--- config.mk ---
export PLATFORM = sky130hd
export DESIGN_NAME = nn_frame_driver_flat
export DESIGN_NICKNAME = d
export VERILOG_FILES = /design/src/rtl/nn_bench_pkg.sv /design/src/rtl/nn_frame_driver_if.sv /design/src/rtl/nn_argmax.sv /design/src/rtl/nn_frame_driver.sv /design/src/flat_wrapper.sv
export SDC_FILE = /design/constraint.sdc
export NUM_CORES = 1
export LEC_CHECK = 0
export BUFFER_PORTS_ARGS = -buffer_cell sky130_fd_sc_hd__buf_2
export CAP_MARGIN = 20
export CORE_MARGIN = 2
export CORE_UTILIZATION = 50
export CTS_CLUSTER_SIZE = 12
export DETAILED_ROUTE_END_ITERATION = 8
export GPL_ROUTABILITY_DRIVEN = 0
export PLACE_DENSITY = 0.77
export SYNTH_ARGS = -nofsm -noshare
export SYNTH_HDL_FRONTEND = slang
export SYNTH_HIERARCHICAL = 1
export SYNTH_SLANG_ARGS = --single-unit
--- constraint.sdc ---
create_clock -name clk -period 5.8 [get_ports clk]
set_input_delay 1.16 -clock clk [delete_from_list [all_inputs] [get_ports clk]]
set_output_delay 1.16 -clock clk [all_outputs]
set_load 0.05 [all_outputs]
--- src/rtl/nn_bench_pkg.sv ---
// Shared constants and types for the NN benchmark frame driver.
//   WIDTH/NFRAC     : sample format (signed Q5.10, no arithmetic applied to it here)
//   INPUT_SIZE      : samples gathered per input frame
//   OUTPUT_SIZE     : results replayed per output frame
//   sample_t        : signed sample type
//   drv_state_t     : driver FSM states
package nn_bench_pkg;

    localparam int WIDTH       = 16;
    localparam int NFRAC       = 10;
    localparam int INPUT_SIZE  = 16;
    localparam int OUTPUT_SIZE = 5;

    localparam int IN_IDX_W  = $clog2(INPUT_SIZE);
    localparam int OUT_IDX_W = $clog2(OUTPUT_SIZE);

    typedef logic signed [WIDTH-1:0] sample_t;

    typedef enum logic [1:0] {
        S_LOAD  = 2'd0,
        S_FIRE  = 2'd1,
        S_WAIT  = 2'd2,
        S_DRAIN = 2'd3
    } drv_state_t;

endpackage

--- src/rtl/nn_frame_driver_if.sv ---
// Bundle of the frame driver's stream and core-side signals.
//   s_*              : serial input sample stream (valid/ready)
//   nn_input_*       : parallel frame and fire strobe towards the NN core
//   nn_output_*      : result-valid level and results from the NN core
//   m_*              : serial result stream (valid/ready, index, last)
// Modports:
//   master : the frame driver itself
//   slave  : the environment around it (host stream, core, downstream sink)
interface nn_frame_driver_if;
    import nn_bench_pkg::*;

    logic                              s_valid;
    sample_t                           s_data;
    logic                              s_ready;

    logic                              nn_input_ready;
    sample_t [INPUT_SIZE-1:0]          nn_input_data;
    logic                              nn_output_ready;
    sample_t [OUTPUT_SIZE-1:0]         nn_output_data;

    logic                              m_valid;
    sample_t                           m_data;
    logic [OUT_IDX_W-1:0]              m_index;
    logic                              m_last;
    logic                              m_ready;

    modport master (
        input  s_valid, s_data, nn_output_ready, nn_output_data, m_ready,
        output s_ready, nn_input_ready, nn_input_data, m_valid, m_data, m_index, m_last
    );

    modport slave (
        output s_valid, s_data, nn_output_ready, nn_output_data, m_ready,
        input  s_ready, nn_input_ready, nn_input_data, m_valid, m_data, m_index, m_last
    );

endinterface

--- src/rtl/nn_argmax.sv ---
// Combinational signed arg-max over OUTPUT_SIZE samples.
//   vals : candidate samples
//   idx  : index of the largest value; ties resolve to the lowest index
module nn_argmax
    import nn_bench_pkg::*;
(
    input  sample_t [OUTPUT_SIZE-1:0] vals,
    output logic [OUT_IDX_W-1:0]      idx
);

    always_comb begin
        sample_t best;
        idx  = '0;
        best = vals[0];
        for (int i = 1; i < OUTPUT_SIZE; i++) begin
            // Strict compare keeps the earliest index on ties.
            if (vals[i] > best) begin
                best = vals[i];
                idx  = OUT_IDX_W'(i);
            end
        end
    end

endmodule

--- src/rtl/nn_frame_driver.sv ---
// Host-side driver for the fixed-point NN benchmark core.
// Gathers INPUT_SIZE serial samples into a parallel frame, pulses the core's
// input strobe, waits for a rising edge on the core's result-valid level,
// captures the results and replays them as a serial stream.
// Ports:
//   clk          : clock, rising edge
//   reset        : synchronous, active-low reset
//   bus          : nn_frame_driver_if.master (input stream, core, result stream)
//   busy         : high whenever the driver is not loading
//   timeout_err  : sticky flag, set when the core fails to answer in time
//   frame_count  : completed output frames, wraps at 16 bits
//   argmax_class : (NN_DRV_ARGMAX_EN only) index of largest captured result
//   argmax_valid : (NN_DRV_ARGMAX_EN only) high while results are drained
// Build option: define NN_DRV_ARGMAX_EN to add the arg-max outputs.
module nn_frame_driver
    import nn_bench_pkg::*;
#(
    parameter int TIMEOUT_CYCLES = 4096
) (
    input  logic                 clk,
    input  logic                 reset,
    nn_frame_driver_if.master    bus,
    output logic                 busy,
    output logic                 timeout_err,
    output logic [15:0]          frame_count
`ifdef NN_DRV_ARGMAX_EN
    ,
    output logic [OUT_IDX_W-1:0] argmax_class,
    output logic                 argmax_valid
`endif
);

    localparam bit WD_EN = (TIMEOUT_CYCLES > 0);
    localparam int WD_W  = (TIMEOUT_CYCLES > 1) ? $clog2(TIMEOUT_CYCLES) : 1;
    localparam logic [WD_W-1:0]      WD_LAST  = WD_W'((TIMEOUT_CYCLES > 0) ? TIMEOUT_CYCLES - 1 : 0);
    localparam logic [IN_IDX_W-1:0]  LOAD_END = IN_IDX_W'(INPUT_SIZE - 1);
    localparam logic [OUT_IDX_W-1:0] DRAIN_END = OUT_IDX_W'(OUTPUT_SIZE - 1);

    drv_state_t                state;
    drv_state_t                state_d;
    logic [IN_IDX_W-1:0]       load_idx;
    logic [OUT_IDX_W-1:0]      drain_idx;
    logic [WD_W-1:0]           wd_cnt;
    logic                      nrdy_prev;
    sample_t [INPUT_SIZE-1:0]  in_buf;
    sample_t [OUTPUT_SIZE-1:0] out_buf;

    logic load_acc;
    logic drain_acc;
    logic out_edge;
    logic capture;
    logic timeout_hit;

    // s_ready is held low while reset is asserted so every output reads 0
    // during reset, even though the FSM already sits in S_LOAD.
    assign bus.s_ready        = (state == S_LOAD) && reset;
    assign bus.nn_input_ready = (state == S_FIRE);
    assign bus.nn_input_data  = in_buf;
    assign bus.m_valid        = (state == S_DRAIN);
    assign bus.m_data         = out_buf[drain_idx];
    assign bus.m_index        = drain_idx;
    assign bus.m_last         = (state == S_DRAIN) && (drain_idx == DRAIN_END);
    assign busy               = (state != S_LOAD);

    assign load_acc  = bus.s_valid && bus.s_ready;
    assign drain_acc = (state == S_DRAIN) && bus.m_ready;
    // Capture only on a fresh rising edge so a level left high from a
    // previous frame can never be mistaken for a new result.
    assign out_edge  = bus.nn_output_ready && !nrdy_prev;

    always_comb begin
        state_d     = state;
        capture     = 1'b0;
        timeout_hit = 1'b0;
        case (state)
            S_LOAD: begin
                if (load_acc && (load_idx == LOAD_END)) begin
                    state_d = S_FIRE;
                end
            end
            S_FIRE: begin
                state_d = S_WAIT;
            end
            S_WAIT: begin
                if (out_edge) begin
                    capture = 1'b1;
                    state_d = S_DRAIN;
                end else if (WD_EN && (wd_cnt == WD_LAST)) begin
                    timeout_hit = 1'b1;
                    state_d     = S_LOAD;
                end
            end
            S_DRAIN: begin
                if (drain_acc && (drain_idx == DRAIN_END)) begin
                    state_d = S_LOAD;
                end
            end
            default: begin
                state_d = S_LOAD;
            end
        endcase
    end

    always_ff @(posedge clk) begin
        if (!reset) begin
            state       <= S_LOAD;
            load_idx    <= '0;
            drain_idx   <= '0;
            wd_cnt      <= '0;
            nrdy_prev   <= 1'b0;
            in_buf      <= '0;
            out_buf     <= '0;
            timeout_err <= 1'b0;
            frame_count <= '0;
        end else begin
            state     <= state_d;
            nrdy_prev <= bus.nn_output_ready;

            if (load_acc) begin
                in_buf[load_idx] <= bus.s_data;
                load_idx         <= (load_idx == LOAD_END) ? '0 : load_idx + 1'b1;
            end

            // wd_cnt holds the number of S_WAIT cycles already elapsed.
            if (state == S_FIRE) begin
                wd_cnt <= '0;
            end else if (state == S_WAIT) begin
                wd_cnt <= wd_cnt + 1'b1;
            end

            if (capture) begin
                out_buf <= bus.nn_output_data;
            end

            if (timeout_hit) begin
                timeout_err <= 1'b1;
            end

            if (drain_acc) begin
                if (drain_idx == DRAIN_END) begin
                    drain_idx   <= '0;
                    frame_count <= frame_count + 16'd1;
                end else begin
                    drain_idx <= drain_idx + 1'b1;
                end
            end
        end
    end

`ifdef NN_DRV_ARGMAX_EN
    logic [OUT_IDX_W-1:0] argmax_next;

    // Evaluated on the live core outputs so the class is ready together
    // with the captured results.
    nn_argmax u_argmax (
        .vals (bus.nn_output_data),
        .idx  (argmax_next)
    );

    assign argmax_valid = (state == S_DRAIN);

    always_ff @(posedge clk) begin
        if (!reset) begin
            argmax_class <= '0;
        end else if (capture) begin
            argmax_class <= argmax_next;
        end
    end
`endif

endmodule

--- src/flat_wrapper.sv ---
// flat-port wrapper written by rule: the top's interface ports become plain ports
module nn_frame_driver_flat import nn_bench_pkg::*;
#(
    parameter int TIMEOUT_CYCLES = 4096
)
  (clk, reset, busy, timeout_err, frame_count, bus_s_valid, bus_s_data, bus_nn_output_ready, bus_nn_output_data, bus_m_ready, bus_s_ready, bus_nn_input_ready, bus_nn_input_data, bus_m_valid, bus_m_data, bus_m_index, bus_m_last);
  nn_frame_driver_if bus_i ();
  input  logic clk;
  input  logic reset;
  output logic busy;
  output logic timeout_err;
  output logic [15:0] frame_count;
  input wire logic [$bits(bus_i.s_valid)-1:0] bus_s_valid;
  input wire logic [$bits(bus_i.s_data)-1:0] bus_s_data;
  input wire logic [$bits(bus_i.nn_output_ready)-1:0] bus_nn_output_ready;
  input wire logic [$bits(bus_i.nn_output_data)-1:0] bus_nn_output_data;
  input wire logic [$bits(bus_i.m_ready)-1:0] bus_m_ready;
  output wire logic [$bits(bus_i.s_ready)-1:0] bus_s_ready;
  output wire logic [$bits(bus_i.nn_input_ready)-1:0] bus_nn_input_ready;
  output wire logic [$bits(bus_i.nn_input_data)-1:0] bus_nn_input_data;
  output wire logic [$bits(bus_i.m_valid)-1:0] bus_m_valid;
  output wire logic [$bits(bus_i.m_data)-1:0] bus_m_data;
  output wire logic [$bits(bus_i.m_index)-1:0] bus_m_index;
  output wire logic [$bits(bus_i.m_last)-1:0] bus_m_last;
  assign bus_i.s_valid = bus_s_valid;
  assign bus_i.s_data = bus_s_data;
  assign bus_i.nn_output_ready = bus_nn_output_ready;
  assign bus_i.nn_output_data = bus_nn_output_data;
  assign bus_i.m_ready = bus_m_ready;
  assign bus_s_ready = bus_i.s_ready;
  assign bus_nn_input_ready = bus_i.nn_input_ready;
  assign bus_nn_input_data = bus_i.nn_input_data;
  assign bus_m_valid = bus_i.m_valid;
  assign bus_m_data = bus_i.m_data;
  assign bus_m_index = bus_i.m_index;
  assign bus_m_last = bus_i.m_last;
  nn_frame_driver #(.TIMEOUT_CYCLES(TIMEOUT_CYCLES)) u_core (.clk(clk), .reset(reset), .bus(bus_i), .busy(busy), .timeout_err(timeout_err), .frame_count(frame_count));
endmodule
==> results of run 1 <==
critical path, stage by stage, from the launching register on:
cell     delay [ns]
dfxtp_1        0.98
inv_1          0.16
and3_1         0.47
nand2_1        0.15
o21ai_0        0.15
buf_2          0.28
routing by layer:
metal	up-vias	GRT usage [%]	share of wire (%)
met2	602	45.7	48
met3	126	4.84	7.6
met4	2	12.9	4.5
li1	6250	-	-
met1	6083	33.6	39
met5	-	0	0.017
Yosys cell counts, types with 2 or more instances:
master | n | area [um2]
nand2_1 | 578 | 2170
dfxtp_1 | 375 | 7510
a21oi_1 | 285 | 1430
nor2_1 | 92 | 345
clkbuf_1 | 71 | 267
mux2i_1 | 66 | 661
buf_2 | 32 | 160
inv_1 | 24 | 90.1
o21ai_0 | 23 | 115
nand3_1 | 18 | 90.1
mux4_2 | 16 | 360
and3_1 | 14 | 87.6
clkbuf_2 | 14 | 70.1
xor2_1 | 14 | 123
nand4_1 | 9 | 56.3
buf_4 | 8 | 60.1
ha_1 | 8 | 100
and4_1 | 7 | 61.3
xnor2_1 | 7 | 61.3
o31ai_1 | 6 | 45.0
buf_6 | 5 | 56.3
nor2b_1 | 5 | 31.3
or4_1 | 5 | 37.5
and2_1 | 3 | 18.8
nand3_4 | 3 | 52.6
nand4_2 | 3 | 37.5
or3_1 | 3 | 18.8
nand2b_1 | 2 | 12.5
nand3_2 | 2 | 20.0
nor3b_1 | 2 | 15.0
nor4_1 | 2 | 12.5
registers in the layout, indices dropped and copies added (netlist names):
signal and flops:
u_core/nrdy_prev 1, u_core/bus.nn_input_data 256, u_core/load_idx 4, u_core/timeout_err 1
u_core/out_buf 80, u_core/frame_count 16, u_core/wd_cnt 12, u_core/state 2
u_core/bus.m_index 3
cells in the final DEF, fill, tap and decap left out, types with 3 or more instances in the layout:
| cell type | instances |
|---|---|
| a21oi_1 | 285 |
| and2_1 | 3 |
| and3_1 | 14 |
| and4_1 | 7 |
| buf_2 | 397 |
| buf_4 | 5 |
| clkbuf_1 | 8 |
| clkbuf_16 | 39 |
| clkbuf_8 | 7 |
| dfxtp_1 | 375 |
| ha_1 | 8 |
| inv_1 | 23 |
| inv_6 | 3 |
| mux2i_1 | 66 |
| mux4_2 | 16 |
| nand2_1 | 577 |
| nand3_1 | 18 |
| nand3_4 | 3 |
| nand4_1 | 9 |
| nand4_2 | 3 |
| nor2_1 | 91 |
| nor2b_1 | 5 |
| o21ai_0 | 23 |
| o31ai_1 | 6 |
| or3_1 | 3 |
| or4_1 | 5 |
| xnor2_1 | 7 |
| xor2_1 | 14 |
power by group through the flow:
stage	clock [W]	sequential (W)	combinational [W]
after floorplan	0	0.00269	0.0000994
after global placement	0	0.00265	0.000230
after detailed placement	0	0.00265	0.000231
after CTS	0.00241	0.00260	0.000232
after global routing	0.00252	0.00260	0.000245
final	0.00238	0.00260	0.000233
logic make-up after synthesis:
group	count (synthesis)	synth area share [%]
compound gates	319	11.4
simple gates	756	22.0
mux	82	7.14
fa+ha+maj	8	0.700
flops	375	52.5
buf+inv	155	5.05
xor+xnor	21	1.29
through the flow:
stage	total power, W	instance area [um2]
floorplan	0.00279	14300
global placement	0.00288	16200
detailed placement	0.00288	16200
CTS	0.00524	17400
global route	0.00537	17400
finish	0.00521	17400
final cells by class:
class                           instances  area [um2]
Tap cell                              378         473
Antenna cell                            1        2.50
Timing Repair Buffer                  402        2020
Multi-Input combinational cell       1186        6090
Clock inverter                          6        91.3
Inverter                               24        97.6
Clock buffer                           54        1100
Fill cell                            2437       10600
Sequential cell                       375        7510
path summary, 6_finish.rpt:
check,from,to,slack (ns)
setup / recovery,u_core/bus.m_index[1]$_SDFFE_PN0N_,bus_m_data[13],1.94
hold / removal,u_core/bus.nn_input_data[246]$_SDFFE_PN0P_,u_core/bus.nn_input_data[246]$_SDFFE_PN0P_,0.45
setup reg to reg,u_core/state[1]$_SDFFE_PN0P_,u_core/out_buf[74]$_SDFFE_PN0P_,3.12
hold reg to reg,u_core/bus.nn_input_data[246]$_SDFFE_PN0P_,u_core/bus.nn_input_data[246]$_SDFFE_PN0P_,0.45
==> impl_metrics.json, run 1 <==
{
  "rsz0062_at_grt": "false",
  "dpl.cell_count": 2365,
  "start_util_pct": 51.1,
  "vias": 13100,
  "ys_seq_area_share_pct": 52.5,
  "holdWs_ns": 0.447,
  "min_period_ns": 3.86,
  "synth_enable_flop_cells": 0,
  "viasPerCell": 5.38,
  "synth_ff_type": "dfxtp_1",
  "setup_viol": 0,
  "maxSlewHeadroom_pct": 32.1,
  "final_cell_count_no_fill": 2426,
  "p_per_area_nw_per_um2": 300,
  "cts_setup_buffers": 0,
  "clkPwrFrac_pct": 45.7,
  "fin_crit_sh_pct": 66.6,
  "path_clk_slew_ns": 0.06,
  "syn-mean-instance-area_um2": 8.34,
  "grt_pass1_vias": 12100,
  "cts_sinks": 375,
  "drive_gt1_share_pct": 23.7,
  "finClkSkew_ns": 0.0162,
  "min_path_cells": 2,
  "status": "finished clean",
  "drtIter0Drc": 1179,
  "slew_viol_final": 0,
  "critPathLaunchType": "flip-flop",
  "cts_tree": "built",
  "tightest_slew_ns": 1.02,
  "drc": 0,
  "synthToLayoutAreaGrowth_pct": 21.5,
  "grtUsageTotal_pct": 27.1,
  "detail-route-antenna-nets": 0,
  "yosys_warnings": 6,
  "netlist_area_um2": 14300,
  "place_ws_ns": 2.24,
  "leakage_nw": 7.51,
  "fmax_ghz": 0.259,
  "syn-num-nets": 1825,
  "p_int_w": 0.00405,
  "ctsRootBufferMaster": "clkbuf_16",
  "finalHoldViolCount": 0,
  "wl_per_cell_um": 17.4,
  "gr-total-overflow": 0,
  "dr.pass1.iters": 5,
  "finish.utilization_pct": 62.1,
  "ctsHoldBuffers": 0,
  "drt_wl_total_um": 42200,
  "seqPwrFrac_pct": 49.9,
  "synth_cells": 1716,
  "port_buffers": 397,
  "antenna_found_initial": 2,
  "rows": 61,
  "fin_ws_ns": 1.94,
  "worstHoldPathType": "flip-flop to flip-flop",
  "fp.dieH_um": 173,
  "irDropWorstVdd_v": 0.000207,
  "dieArea_um2": 30000,
  "cts_buffers": 39,
  "fin_setup_tns_ns": 0,
  "grt_max_degree": 177,
  "crit_required_ns": 4.64,
  "combPwrFrac_pct": 4.5,
  "clk_path_buf_depth": 3,
  "maxCapViolCount": 0,
  "swShare_pct": 22.2,
  "post_cts_resized": 0,
  "core_um2": 28000,
  "synth-seq-cells": 375,
  "worst_setup_path_end_kind": "output pin",
  "fp.dieW_um": 173,
  "synth_cell_types": 45,
  "worstSetupPathType": "flip-flop to output pin",
  "hpwl_um": 27900,
  "clkLatencyLatePin_ns": 0.52,
  "htree_num_levels": 2,
  "arrival_ns": 2.70,
  "grt_pass1_wl_um": 65800,
  "rr_worst_depth": 5,
  "path_max_fanout": 20,
  "power_switching_w": 0.00116,
  "pin_count": 398,
  "fin_nets": 2137,
  "async_flop_share_pct": 0
}
Note: power is estimated with default switching activity, not from simulation.
==> inputs of run 2 (changes only) <==
--- a/config.mk
+++ b/config.mk
@@ -5,14 +5,15 @@
 export SDC_FILE = /design/constraint.sdc
 export NUM_CORES = 1
 export LEC_CHECK = 0
+export ABC_AREA = 1
 export BUFFER_PORTS_ARGS = -buffer_cell sky130_fd_sc_hd__buf_2
 export CAP_MARGIN = 20
 export CORE_MARGIN = 2
-export CORE_UTILIZATION = 50
+export CORE_UTILIZATION = 47
 export CTS_CLUSTER_SIZE = 12
 export DETAILED_ROUTE_END_ITERATION = 8
 export GPL_ROUTABILITY_DRIVEN = 0
-export PLACE_DENSITY = 0.77
+export PLACE_DENSITY = 0.76
 export SYNTH_ARGS = -nofsm -noshare
 export SYNTH_HDL_FRONTEND = slang
 export SYNTH_HIERARCHICAL = 1
==> constraint.sdc (replaced) <==
create_clock -name clk -period 3.4 [get_ports clk]
set_input_delay 0.68 -clock clk [delete_from_list [all_inputs] [get_ports clk]]
set_output_delay 0.68 -clock clk [all_outputs]
set_load 0.05 [all_outputs]
==> run 2 against run 1 <==
  * Flip-flop and latch count stayed put
  * Synthesized area is 0.67% higher
  * Hold slack worse by 0.065 ns
  * Non-clock buffer count is 7 higher
  * Largest power group unchanged
==> impl_metrics.json, run 2 <==
{
  "synth_area_leader_cell": "dfxtp_1",
  "min_period_ns": 2.79,
  "drc": 0,
  "cts_setup_buffers": 0,
  "clk_path_buf_depth": 3,
  "setup_viol": 0,
  "path_clk_slew_ns": 0.06,
  "ys_seq_area_share_pct": 52.1,
  "async_flop_share_pct": 0,
  "synth_top_area_share_pct": 52.1,
  "swShare_pct": 24.8,
  "hpwl_um": 31300,
  "ctsHoldBuffers": 0,
  "synth_cells": 1931,
  "crit_required_ns": 2.72,
  "seqPwrFrac_pct": 48.0,
  "fin_nets": 2370,
  "fmax_ghz": 0.358,
  "cts_buffers": 40,
  "place_area_um2": 16500,
  "layout_common_cells": "nor2_1 (601), buf_2 (396), dfxtp_1 (375)",
  "grtUsageTotal_pct": 28.2,
  "post_cts_resized": 0,
  "multi_input_area_um2": 5920,
  "status": "finished clean",
  "synthTopCellsByArea": "dfxtp_1 (52%), nor2_1 (16%), o21ai_0 (12%), nand2_1 (3.7%), a21oi_1 (3.5%)",
  "dpl.cell_count": 2615,
  "finClkSkew_ns": 0.0238,
  "leakage_nw": 8.46,
  "drtIter0Drc": 1300,
  "clkLatencyLatePin_ns": 0.53,
  "synth_cell_types": 33,
  "grt_pass1_vias": 12900,
  "antenna_found_initial": 4,
  "p_int_w": 0.00711,
  "arrival_ns": 2.11,
  "cts_sinks": 375,
  "gr-total-overflow": 0,
  "path_common_cell": "nand2_1",
  "fin_setup_tns_ns": 0,
  "fin_crit_sh_pct": 82.1,
  "syn-mean-instance-area_um2": 7.46,
  "slowest_delay_ns": 0.40,
  "cts_tree": "built",
  "port_buffers": 397,
  "slew_viol_final": 0,
  "maxCapViolCount": 0,
  "p_per_area_nw_per_um2": 534,
  "cpMaxStageDelayCell": "buf_4",
  "path_max_fanout": 50,
  "rows": 64,
  "largest_reg_flops": 256,
  "synthToLayoutAreaGrowth_pct": 22.9,
  "regArea_um2": 7510,
  "finish.utilization_pct": 58.3,
  "worst_setup_path_end_kind": "output pin",
  "core_um2": 30300,
  "drt_wl_total_um": 47600,
  "netlist_area_um2": 14400,
  "syn-num-nets": 2040,
  "irDropWorstVdd_v": 0.000374,
  "dr.pass1.iters": 5,
  "mostFrequentLayoutCell": "nor2_1",
  "rsz0062_at_grt": "false",
  "fin_area_um2": 17700,
  "clkPwrFrac_pct": 43.9,
  "critPathLaunchType": "flip-flop",
  "fp.dieW_um": 179,
  "worstHoldPathType": "input pin to flip-flop",
  "final_cell_count_no_fill": 2682,
  "worstSetupPathType": "flip-flop to output pin",
  "grt_pass1_wl_um": 70800,
  "synth-seq-cells": 375,
  "holdWs_ns": 0.382,
  "ctsRootBufferMaster": "clkbuf_16",
  "wl_per_cell_um": 17.8,
  "finalHoldViolCount": 0,
  "grt_max_degree": 212,
  "synth_ff_type": "dfxtp_1",
  "power_switching_w": 0.00234,
  "drive_gt1_share_pct": 22.4,
  "start_util_pct": 47.5,
  "ys_top_cells_by_count": "nor2_1 (601), dfxtp_1 (375), o21ai_0 (332)",
  "fill_cells": 2813,
  "synth_enable_flop_cells": 0,
  "yosys_warnings": 6,
  "detail-route-antenna-nets": 0,
  "vias": 14100,
  "tightest_slew_ns": 1.02,
  "pin_count": 398,
  "maxSlewHeadroom_pct": 31.8,
  "combPwrFrac_pct": 8.1,
  "fp.dieH_um": 179,
  "path_cells": "buf_4 -> o21ai_0 -> o22ai_1 -> nand2_1 -> nand2_1 -> buf_2",
  "htree_num_levels": 2,
  "viasPerCell": 5.26,
  "dieArea_um2": 32100,
  "synth_most_common_cell": "nor2_1"
}
-- run 2: changes by cell type in the layout (fill, tap and decap cells not counted), moves of 17 or more --
cell     before  now
mux2i_1      66    0
o21ai_1       1   18
inv_1        23   95
o21ai_0      23  332
nor2_1       91  601
a21oi_1     285  102
nand2_1     577  141
nand3_1      18   68
-- run 2: area by class of cell --
cell class	count	share of cell area (%)
repair buffers	409	11.8
multi-input cells	1321	33.5
inverters	114	2.45
diodes	5	0.0707
flip-flops and latches	375	42.4
clock buffers	52	6.31
clock inverters	10	0.650
well taps	396	2.80
-- run 2: cells by family (layout without fill, tap and decap cells) --
kind of cell               count (synthesis)  count (layout)  synth area share, %
other                                      0               5                    0
buffers and inverters                    235             585                 6.78
xor gates and xnor gates                   4               4                0.243
AOI/OAI and AO/OA                        457             457                 15.9
DFF                                      375             375                 52.1
and+or+nand+nor                          852             852                 24.2
adders and majority gates                  8               8                0.695
-- run 2: final timing paths --
check	startpoint	endpoint	slack, ns	depth (start not counted)
setup / recovery	u_core/bus.m_index[0]$_SDFFE_PN0N_	bus_m_data[14]	0.61	6
hold / removal	bus_nn_output_ready	u_core/nrdy_prev$_SDFF_PN0_	0.38	3
hold reg to reg	u_core/bus.nn_input_data[52]$_SDFFE_PN0P_	u_core/bus.nn_input_data[52]$_SDFFE_PN0P_	0.44	2
setup reg to reg	u_core/bus.m_index[0]$_SDFFE_PN0N_	u_core/frame_count[9]$_SDFFE_PN0P_	1.28	9
-- run 2: power by group through the flow --
stage / clock [W] / combinational, W / sequential, W
global placement: 0 / 0.000738 / 0.00463
CTS: 0.00421 / 0.000754 / 0.00454
global route: 0.00439 / 0.000819 / 0.00455
finish: 0.00415 / 0.000762 / 0.00454
detailed placement: 0 / 0.000751 / 0.00463
floorplan: 0 / 0.000366 / 0.00476
-- run 2: critical path: cells and delay by family, from the launching register on --
| kind | cells | cell delay [ns] |
|---|---|---|
| buffers and inverters | 2 | 0.67 |
| AOI/OAI and AO/OA | 2 | 0.40 |
| DFF | 1 | 0.32 |
| and+or+nand+nor | 2 | 0.20 |
-- run 2: metrics by stage --
stage	setup slack (ns)	total power, W
floorplan	0.622	0.00512
global placement	1.13	0.00537
detailed placement	1.14	0.00539
CTS	0.591	0.00950
global route	0.455	0.00976
finish	0.609	0.00945
-- run 2: routing by layer --
layer / wire, um / part of all wire [%] / track usage, %
met5: 9 / 0.019 / 0
met4: 1770 / 3.7 / 11.9
met3: 5350 / 11 / 8.25
met2: 22000 / 46 / 46.2
met1: 18500 / 39 / 34.5
